**src/rtl/md_pkg.sv**
```systemverilog
// Shared definitions for the MDU issue queue: command encoding, queue entry
// layout and nominal MDU latencies.
package md_pkg;

  localparam logic [2:0] MD_MULT  = 3'd0;
  localparam logic [2:0] MD_MULTU = 3'd1;
  localparam logic [2:0] MD_DIV   = 3'd2;
  localparam logic [2:0] MD_DIVU  = 3'd3;
  localparam logic [2:0] MD_MTHI  = 3'd4;
  localparam logic [2:0] MD_MTLO  = 3'd5;

  localparam int MD_MULT_LAT = 5;
  localparam int MD_DIV_LAT  = 10;

  typedef struct packed {
    logic [2:0]  cmd;
    logic [31:0] a;
    logic [31:0] b;
  } md_entry_t;

  function automatic logic md_is_legal(input logic [2:0] cmd);
    return (cmd <= MD_MTLO);
  endfunction

  function automatic logic md_is_move(input logic [2:0] cmd);
    return (cmd == MD_MTHI) || (cmd == MD_MTLO);
  endfunction

endpackage

```
**src/rtl/md_issue_queue_if.sv**
```systemverilog
// Issue bus between the command queue (master) and the multiply/divide unit
// (slave).
interface md_issue_queue_if;
  logic [31:0] md_in1;
  logic [31:0] md_in2;
  logic [2:0]  md_op;
  logic        md_chose;
  logic        md_change_hi;
  logic        md_change_lo;
  logic        md_start;
  logic        md_busy;

  modport master (
    output md_in1, md_in2, md_op, md_chose, md_change_hi, md_change_lo,
    input  md_start, md_busy
  );

  modport slave (
    input  md_in1, md_in2, md_op, md_chose, md_change_hi, md_change_lo,
    output md_start, md_busy
  );
endinterface

```
**src/rtl/md_fifo.sv**
```systemverilog
// Generic DEPTH-entry circular buffer of md_entry_t with a separate
// occupancy counter; push is ignored when full, pop when empty.
module md_fifo
  import md_pkg::*;
#(
  parameter  int DEPTH = 2,
  localparam int PTR_W = $clog2(DEPTH)
) (
  input  logic             clk,
  input  logic             reset,
  input  logic             push,
  input  logic             pop,
  input  md_entry_t        din,
  output md_entry_t        dout,
  output logic             full,
  output logic             empty,
  output logic [PTR_W:0]   count
);

  localparam int CNT_W = PTR_W + 1;

  md_entry_t          mem_r [DEPTH];
  logic [PTR_W-1:0]   head_r;
  logic [PTR_W-1:0]   tail_r;
  logic [CNT_W-1:0]   count_r;
  logic               push_s;
  logic               pop_s;

  // Qualify requests against the current fill state.
  always_comb begin
    full   = (count_r == CNT_W'(DEPTH));
    empty  = (count_r == {CNT_W{1'b0}});
    push_s = push && !full;
    pop_s  = pop && !empty;
    dout   = mem_r[head_r];
    count  = count_r;
  end

  // Storage, pointers and count; DEPTH is a power of two so pointers wrap naturally.
  always_ff @(posedge clk or negedge reset) begin
    if (!reset) begin
      head_r  <= {PTR_W{1'b0}};
      tail_r  <= {PTR_W{1'b0}};
      count_r <= {CNT_W{1'b0}};
      for (int i = 0; i < DEPTH; i++) begin
        mem_r[i] <= '0;
      end
    end else begin
      if (push_s) begin
        mem_r[tail_r] <= din;
        tail_r        <= tail_r + 1'b1;
      end
      if (pop_s) begin
        head_r <= head_r + 1'b1;
      end
      case ({push_s, pop_s})
        2'b10:   count_r <= count_r + 1'b1;
        2'b01:   count_r <= count_r - 1'b1;
        default: count_r <= count_r;
      endcase
    end
  end

endmodule

```
**src/rtl/md_issue_queue.sv**
```systemverilog
// In-order command buffer in front of the MDU, with HI/LO read stall.
// Optional same-cycle bypass into an empty, idle queue: MDQ_BYPASS_EN.
module md_issue_queue
  import md_pkg::*;
#(
  parameter  int DEPTH = 2,
  localparam int PTR_W = $clog2(DEPTH)
) (
  input  logic              clk,
  input  logic              reset,
  input  logic              req,
  input  logic              enq_valid,
  input  logic [2:0]        enq_cmd,
  input  logic [31:0]       enq_a,
  input  logic [31:0]       enq_b,
  output logic              enq_ready,
  output logic              enq_illegal,
  input  logic              rd_hilo,
  output logic              stall,
  output logic [PTR_W:0]    occupancy,
  md_issue_queue_if.master  mdu
);

  md_entry_t         head_s;
  md_entry_t         enq_entry_s;
  md_entry_t         sel_s;
  logic              sel_valid_s;
  logic              bypass_s;
  logic              full_s;
  logic              empty_s;
  logic [PTR_W:0]    count_s;
  logic              legal_s;
  logic              enq_fire_s;
  logic              issue_en_s;
  logic              move_s;
  logic              accepted_s;
  logic              push_s;
  logic              pop_s;
  logic              enq_illegal_r;

  md_fifo #(.DEPTH(DEPTH)) u_fifo (
    .clk   (clk),
    .reset (reset),
    .push  (push_s),
    .pop   (pop_s),
    .din   (enq_entry_s),
    .dout  (head_s),
    .full  (full_s),
    .empty (empty_s),
    .count (count_s)
  );

  // Enqueue qualification; reset gating keeps enq_ready low while in reset.
  always_comb begin
    enq_entry_s = '{cmd: enq_cmd, a: enq_a, b: enq_b};
    legal_s     = md_is_legal(enq_cmd);
    enq_ready   = reset && !full_s;
    enq_fire_s  = enq_valid && enq_ready && !req;
    occupancy   = count_s;
  end

  // Choose what drives the MDU: the head entry, or the incoming command when bypassing.
  always_comb begin
    sel_s       = head_s;
    sel_valid_s = !empty_s;
    bypass_s    = 1'b0;
`ifdef MDQ_BYPASS_EN
    if (empty_s && !mdu.md_busy && enq_fire_s && legal_s) begin
      sel_s       = enq_entry_s;
      sel_valid_s = 1'b1;
      bypass_s    = 1'b1;
    end else begin
      bypass_s    = 1'b0;
    end
`endif
  end

  // Issue decode; a move is accepted unconditionally, arithmetic only on md_start.
  always_comb begin
    issue_en_s       = sel_valid_s && !mdu.md_busy && !req && reset;
    move_s           = md_is_move(sel_s.cmd);
    mdu.md_chose     = issue_en_s && !move_s;
    mdu.md_change_hi = issue_en_s && (sel_s.cmd == MD_MTHI);
    mdu.md_change_lo = issue_en_s && (sel_s.cmd == MD_MTLO);
    if (sel_valid_s) begin
      mdu.md_in1 = sel_s.a;
      mdu.md_in2 = sel_s.b;
      mdu.md_op  = {1'b0, sel_s.cmd[1:0]};
    end else begin
      mdu.md_in1 = 32'h0000_0000;
      mdu.md_in2 = 32'h0000_0000;
      mdu.md_op  = 3'd0;
    end
    accepted_s = (mdu.md_chose && mdu.md_start) || (issue_en_s && move_s);
    pop_s      = accepted_s && !bypass_s;
    push_s     = enq_fire_s && legal_s && !(bypass_s && accepted_s);
    // The M-stage command is older than the mfhi/mflo in E, so it counts too.
    stall      = reset && rd_hilo &&
                 (enq_valid || !empty_s || mdu.md_busy || mdu.md_start);
  end

  // One-cycle pulse for a dropped illegal command.
  always_ff @(posedge clk or negedge reset) begin
    if (!reset) begin
      enq_illegal_r <= 1'b0;
    end else begin
      enq_illegal_r <= enq_fire_s && !legal_s;
    end
  end

  assign enq_illegal = enq_illegal_r;

endmodule

```
**src/flat_wrapper.sv**
```systemverilog
// flat-port wrapper written by rule: the top's interface ports become plain ports
module md_issue_queue_flat import md_pkg::*;
#(
  parameter  int DEPTH = 2,
  localparam int PTR_W = $clog2(DEPTH)
)
  (clk, reset, req, enq_valid, enq_cmd, enq_a, enq_b, enq_ready, enq_illegal, rd_hilo, stall, occupancy, mdu_md_in1, mdu_md_in2, mdu_md_op, mdu_md_chose, mdu_md_change_hi, mdu_md_change_lo, mdu_md_start, mdu_md_busy);
  md_issue_queue_if mdu_i ();
  input  logic clk;
  input  logic reset;
  input  logic req;
  input  logic enq_valid;
  input  logic [2:0] enq_cmd;
  input  logic [31:0] enq_a;
  input  logic [31:0] enq_b;
  output logic enq_ready;
  output logic enq_illegal;
  input  logic rd_hilo;
  output logic stall;
  output logic [PTR_W:0] occupancy;
  output wire logic [$bits(mdu_i.md_in1)-1:0] mdu_md_in1;
  output wire logic [$bits(mdu_i.md_in2)-1:0] mdu_md_in2;
  output wire logic [$bits(mdu_i.md_op)-1:0] mdu_md_op;
  output wire logic [$bits(mdu_i.md_chose)-1:0] mdu_md_chose;
  output wire logic [$bits(mdu_i.md_change_hi)-1:0] mdu_md_change_hi;
  output wire logic [$bits(mdu_i.md_change_lo)-1:0] mdu_md_change_lo;
  input wire logic [$bits(mdu_i.md_start)-1:0] mdu_md_start;
  input wire logic [$bits(mdu_i.md_busy)-1:0] mdu_md_busy;
  assign mdu_md_in1 = mdu_i.md_in1;
  assign mdu_md_in2 = mdu_i.md_in2;
  assign mdu_md_op = mdu_i.md_op;
  assign mdu_md_chose = mdu_i.md_chose;
  assign mdu_md_change_hi = mdu_i.md_change_hi;
  assign mdu_md_change_lo = mdu_i.md_change_lo;
  assign mdu_i.md_start = mdu_md_start;
  assign mdu_i.md_busy = mdu_md_busy;
  md_issue_queue #(.DEPTH(DEPTH)) u_core (.clk(clk), .reset(reset), .req(req), .enq_valid(enq_valid), .enq_cmd(enq_cmd), .enq_a(enq_a), .enq_b(enq_b), .enq_ready(enq_ready), .enq_illegal(enq_illegal), .rd_hilo(rd_hilo), .stall(stall), .occupancy(occupancy), .mdu(mdu_i));
endmodule
```
**config.mk**
```make
export PLATFORM = sky130hd
export DESIGN_NAME = md_issue_queue_flat
export DESIGN_NICKNAME = d
export VERILOG_FILES = /design/src/rtl/md_pkg.sv /design/src/rtl/md_issue_queue_if.sv /design/src/rtl/md_fifo.sv /design/src/rtl/md_issue_queue.sv /design/src/flat_wrapper.sv
export SDC_FILE = /design/constraint.sdc
export NUM_CORES = 1
export LEC_CHECK = 0
export BUFFER_PORTS_ARGS = -buffer_cell sky130_fd_sc_hd__buf_2
export CAP_MARGIN = 20
export CORE_ASPECT_RATIO = 0.5
export CORE_MARGIN = 5
export CORE_UTILIZATION = 54
export CTS_CLUSTER_SIZE = 16
export DETAILED_ROUTE_END_ITERATION = 6
export PLACE_DENSITY = 0.89
export SYNTH_ARGS = -nofsm -noshare
export SYNTH_HDL_FRONTEND = slang
export SYNTH_HIERARCHICAL = 1
export SYNTH_SLANG_ARGS = --single-unit
```
**constraint.sdc**
```tcl
create_clock -name clk -period 2.9 [get_ports clk]
set_clock_uncertainty 0.05 [all_clocks]
set_input_delay 0.29 -clock clk [delete_from_list [all_inputs] [get_ports clk]]
set_output_delay 0.29 -clock clk [all_outputs]
set_load 0.02 [all_outputs]
```
==> parameters.txt <==
Parameter                              Value

Outcome
  Result of the run    finished clean

Final layout
  Utilization of the core after routing    69.7%
  Area added between synthesis and finish    24.5%
  Commonest cells after routing, fill and taps aside    146 x sky130_fd_sc_hd__buf_2, 141 x sky130_fd_sc_hd__mux2_2, 138 x sky130_fd_sc_hd__dfrtp_1, 69 x sky130_fd_sc_hd__nor2b_1
  Final antenna diode count    0
  Final Net Count    690
  Fraction of final layout cells with drive strength greater than 1    59.0%
  Most frequent standard cell in the layout excluding fill and tap cells    sky130_fd_sc_hd__buf_2

Pwr
  Power Density    1270 nW/um^2
  Final total power    10600 uW
  VDD IR-drop max    0.552 mV
  Static Leakage    0.00394 uW

Hold path
  Type of the worst min-delay path    in -> reg
  Worst min-delay path endpoint    u_core/u_fifo/mem_r[94]$_DFFE_PN0P_
  Min-Delay Path Depth    2
  Hold path start    enq_b[27]

Die
  Std cell rows    28
  Die ar.    14800 sq um
  Horiz. Die Dim    167 microns
  Num ports    149
  Core Footprint    11900 sq um
  Initial core utilization    56.0%
  Die Ht    88.7 microns

Clocking
  # clock sinks    139
  Cell at the root of the clock tree    sky130_fd_sc_hd__clkbuf_16
  TritonCTS clock tree    yes
  H-tree depth    4
  Post-CTS Setup Inserts    0
  Post-cts gate resize count    0
  Clock Pin Slew Worst Setup and Hold Paths    60 ps
  CTS buffer count    17
  Worst skew pair latency    400 ps
  Worst-case clock buffer depth    2

Detailed routing
  Detailed-route wire length    13900 microns
  First DRT Iteration DRCs    159
  1st-pass router iterations    4
  Total number of vias    4082
  Drc violations    0
  Routed len/inst    17.5 microns
  Number of vias per cell after detailed routing    5.15
  Number of routed nets with antenna violations    0

GRT
  Remaining global-route overflow    0
  Antenna violations before repair    0
  First-pass GRT wire length    23100 microns
  Total global routing track utilization    19.5%
  Pin count of the biggest net entering global routing    89
  Vias in the first global route    4512

STA
  Number of hold-slack violations in the final timing report    0
  Part of the cycle the worst path needs    85.3%
  Count of final setup violators    0
  Tightest Pin Transition    584 ps
  Slew Limit Fails    0
  Final TNS setup    0 ps
  Unrepaired setup endpoints after global routing    false
  Time the final worst path needs with I/O delays and setup    2470 ps
  Max_slew headroom    61.1%
  Max Clk Rate    0.404 GHz

Place
  PortBufs    147
  DP HPWL    9440 microns
  Final weighted congestion in routability-driven placement    0.733

Worst setup path
  Launching point of the worst reg2reg path    u_core/u_fifo/count[0]$_DFFE_PN0P_
  Endpoint of the worst-slack reg-to-reg timing path    u_core/u_fifo/mem_r[59]$_DFFE_PN0P_
  CP Max Fanout    69
  Internal reg-to-reg setup slack    450 ps
  Cell depth of the worst flop-to-flop path    7
  Worst EP arrival    2130 ps
  Required time of the worst setup path    2560 ps
  Setup Crit Path Kind    reg -> out
  Kind of end point of the critical path    output port
  CP startpoint kind    flop

Synthesis
  Post-Syn Nets    542
  Number of synthesis warnings    6
  Cell count after synthesis    467
  Synthesized area per cell    14.3 sq um
  Post-synthesis cell type count    26
  Synthesized flop and latch total    139
  Register area share after synthesis    52.0%
  Post-synthesis instance area    6690 sq um

Run
  Max-cap violation count    0
-- synthesized netlist by cell type --
library cell	number	area (sq um)
sky130_fd_sc_hd__conb_1	1	3.75
sky130_fd_sc_hd__ha_1	1	12.5
sky130_fd_sc_hd__xor2_1	2	17.5
sky130_fd_sc_hd__buf_2	13	65.1
sky130_fd_sc_hd__nor2b_1	69	432
sky130_fd_sc_hd__clkbuf_1	5	18.8
sky130_fd_sc_hd__nor2_1	5	18.8
sky130_fd_sc_hd__nor4b_2	1	15.0
sky130_fd_sc_hd__nand4bb_1	1	11.3
sky130_fd_sc_hd__mux2_2	141	1590
sky130_fd_sc_hd__or4b_4	1	13.8
sky130_fd_sc_hd__mux2_4	30	450
sky130_fd_sc_hd__buf_4	2	15.0
sky130_fd_sc_hd__and3_1	2	12.5
sky130_fd_sc_hd__buf_1	4	15.0
sky130_fd_sc_hd__dfrtp_1	139	3480
sky130_fd_sc_hd__buf_6	7	78.8
sky130_fd_sc_hd__nand2_1	3	11.3
sky130_fd_sc_hd__o21a_1	1	7.51
sky130_fd_sc_hd__mux2_1	30	338
sky130_fd_sc_hd__nor4b_1	1	8.76
sky130_fd_sc_hd__nor3b_2	2	25.0
sky130_fd_sc_hd__inv_2	1	3.75
sky130_fd_sc_hd__nand2b_4	1	13.8
sky130_fd_sc_hd__a21oi_1	1	5.00
sky130_fd_sc_hd__xnor2_1	3	26.3
-- registers in the layout, summed over array words and instances (netlist names) --
name and cells:
u_core/u_fifo/tail_r 1, u_core/u_fifo/count 2, u_core/u_fifo/head_r 1, u_core/enq_illegal 1
u_core/u_fifo/mem_r 134
-- report_power, final --
part | internal (uW) | total (uW) | leakage, uW | switching (uW)
Sequential | 2900 | 3400 | 0.00170 | 501
Combinational | 2370 | 4670 | 0.00191 | 2300
Clock | 1700 | 2520 | 0.000334 | 821
Total | 6970 | 10600 | 0.00394 | 3620
-- cells by family after synthesis --
| family | after synthesis | share of synthesized area [%] |
|---|---|---|
| buf+inv | 32 | 2.94 |
| other cells | 1 | 0.0561 |
| fa+ha+maj | 1 | 0.187 |
| xor+xnor | 5 | 0.655 |
| flops | 139 | 52.0 |
| simple gates | 86 | 8.40 |
| compound gates | 2 | 0.187 |
| mux | 201 | 35.5 |
-- worst max-delay path by stage --
stage | slack [ps] | to | cells past startpoint | startpoint
2_1_floorplan | 590 | u_core/u_fifo/count[1]$_DFFE_PN0P_ | 9 | u_core/u_fifo/head_r$_DFFE_PN0P_
3_3_place_gp | 560 | u_core/u_fifo/mem_r[49]$_DFFE_PN0P_ | 7 | u_core/u_fifo/count[0]$_DFFE_PN0P_
3_5_place_dp | 460 | u_core/u_fifo/mem_r[59]$_DFFE_PN0P_ | 7 | u_core/u_fifo/count[0]$_DFFE_PN0P_
4_1_cts | 410 | mdu_md_change_hi | 5 | u_core/u_fifo/count[1]$_DFFE_PN0P_
5_1_grt | 290 | mdu_md_change_hi | 5 | u_core/u_fifo/count[1]$_DFFE_PN0P_
6_report | 430 | mdu_md_change_hi | 5 | u_core/u_fifo/count[1]$_DFFE_PN0P_
-- area by class of cell --
type                            instances  area (sq um)
Tap cell                              165           206
Clock buffer                           17           425
Timing Repair Buffer                  160           912
Sequential cell                       139          3480
Inverter                                1          3.75
Multi-Input combinational cell        296          3030
Clock inverter                         14           267
Fill cell                             844          3620
-- timing repair --
item / CTS / global route
setup endpoints to repair: 0 / 0
hold endpoints to repair: 22 / 0
hold buffers: 1 / 0
-- per-layer routing --
metal	global-route usage, %	up-vias	share of wire (%)
met2	35.8	69	53
met5	0	-	0
li1	-	1918	-
met4	4.12	0	0.56
met1	24.0	2088	42
met3	4.91	7	4.0
-- worst max-delay path: stages, from the launching register on --
cell and delay [ps]:
sky130_fd_sc_hd__dfrtp_1 480, sky130_fd_sc_hd__nor2_4 90, sky130_fd_sc_hd__buf_12 220, sky130_fd_sc_hd__or4b_4 570, sky130_fd_sc_hd__nor3b_2 180, sky130_fd_sc_hd__buf_2 190
-- per-stage QoR --
stage	cell area [sq um]	cells	hold WS [ps]	setup WS (ps)
2_1_floorplan	6690	467	-55.6	592
3_5_place_dp	7590	759	115	457
5_1_grt	8320	792	61.5	294
3_3_place_gp	7590	759	115	557
6_report	8320	792	68.3	426
4_1_cts	8300	791	59.4	411
(Power assumes the default switching activity.)
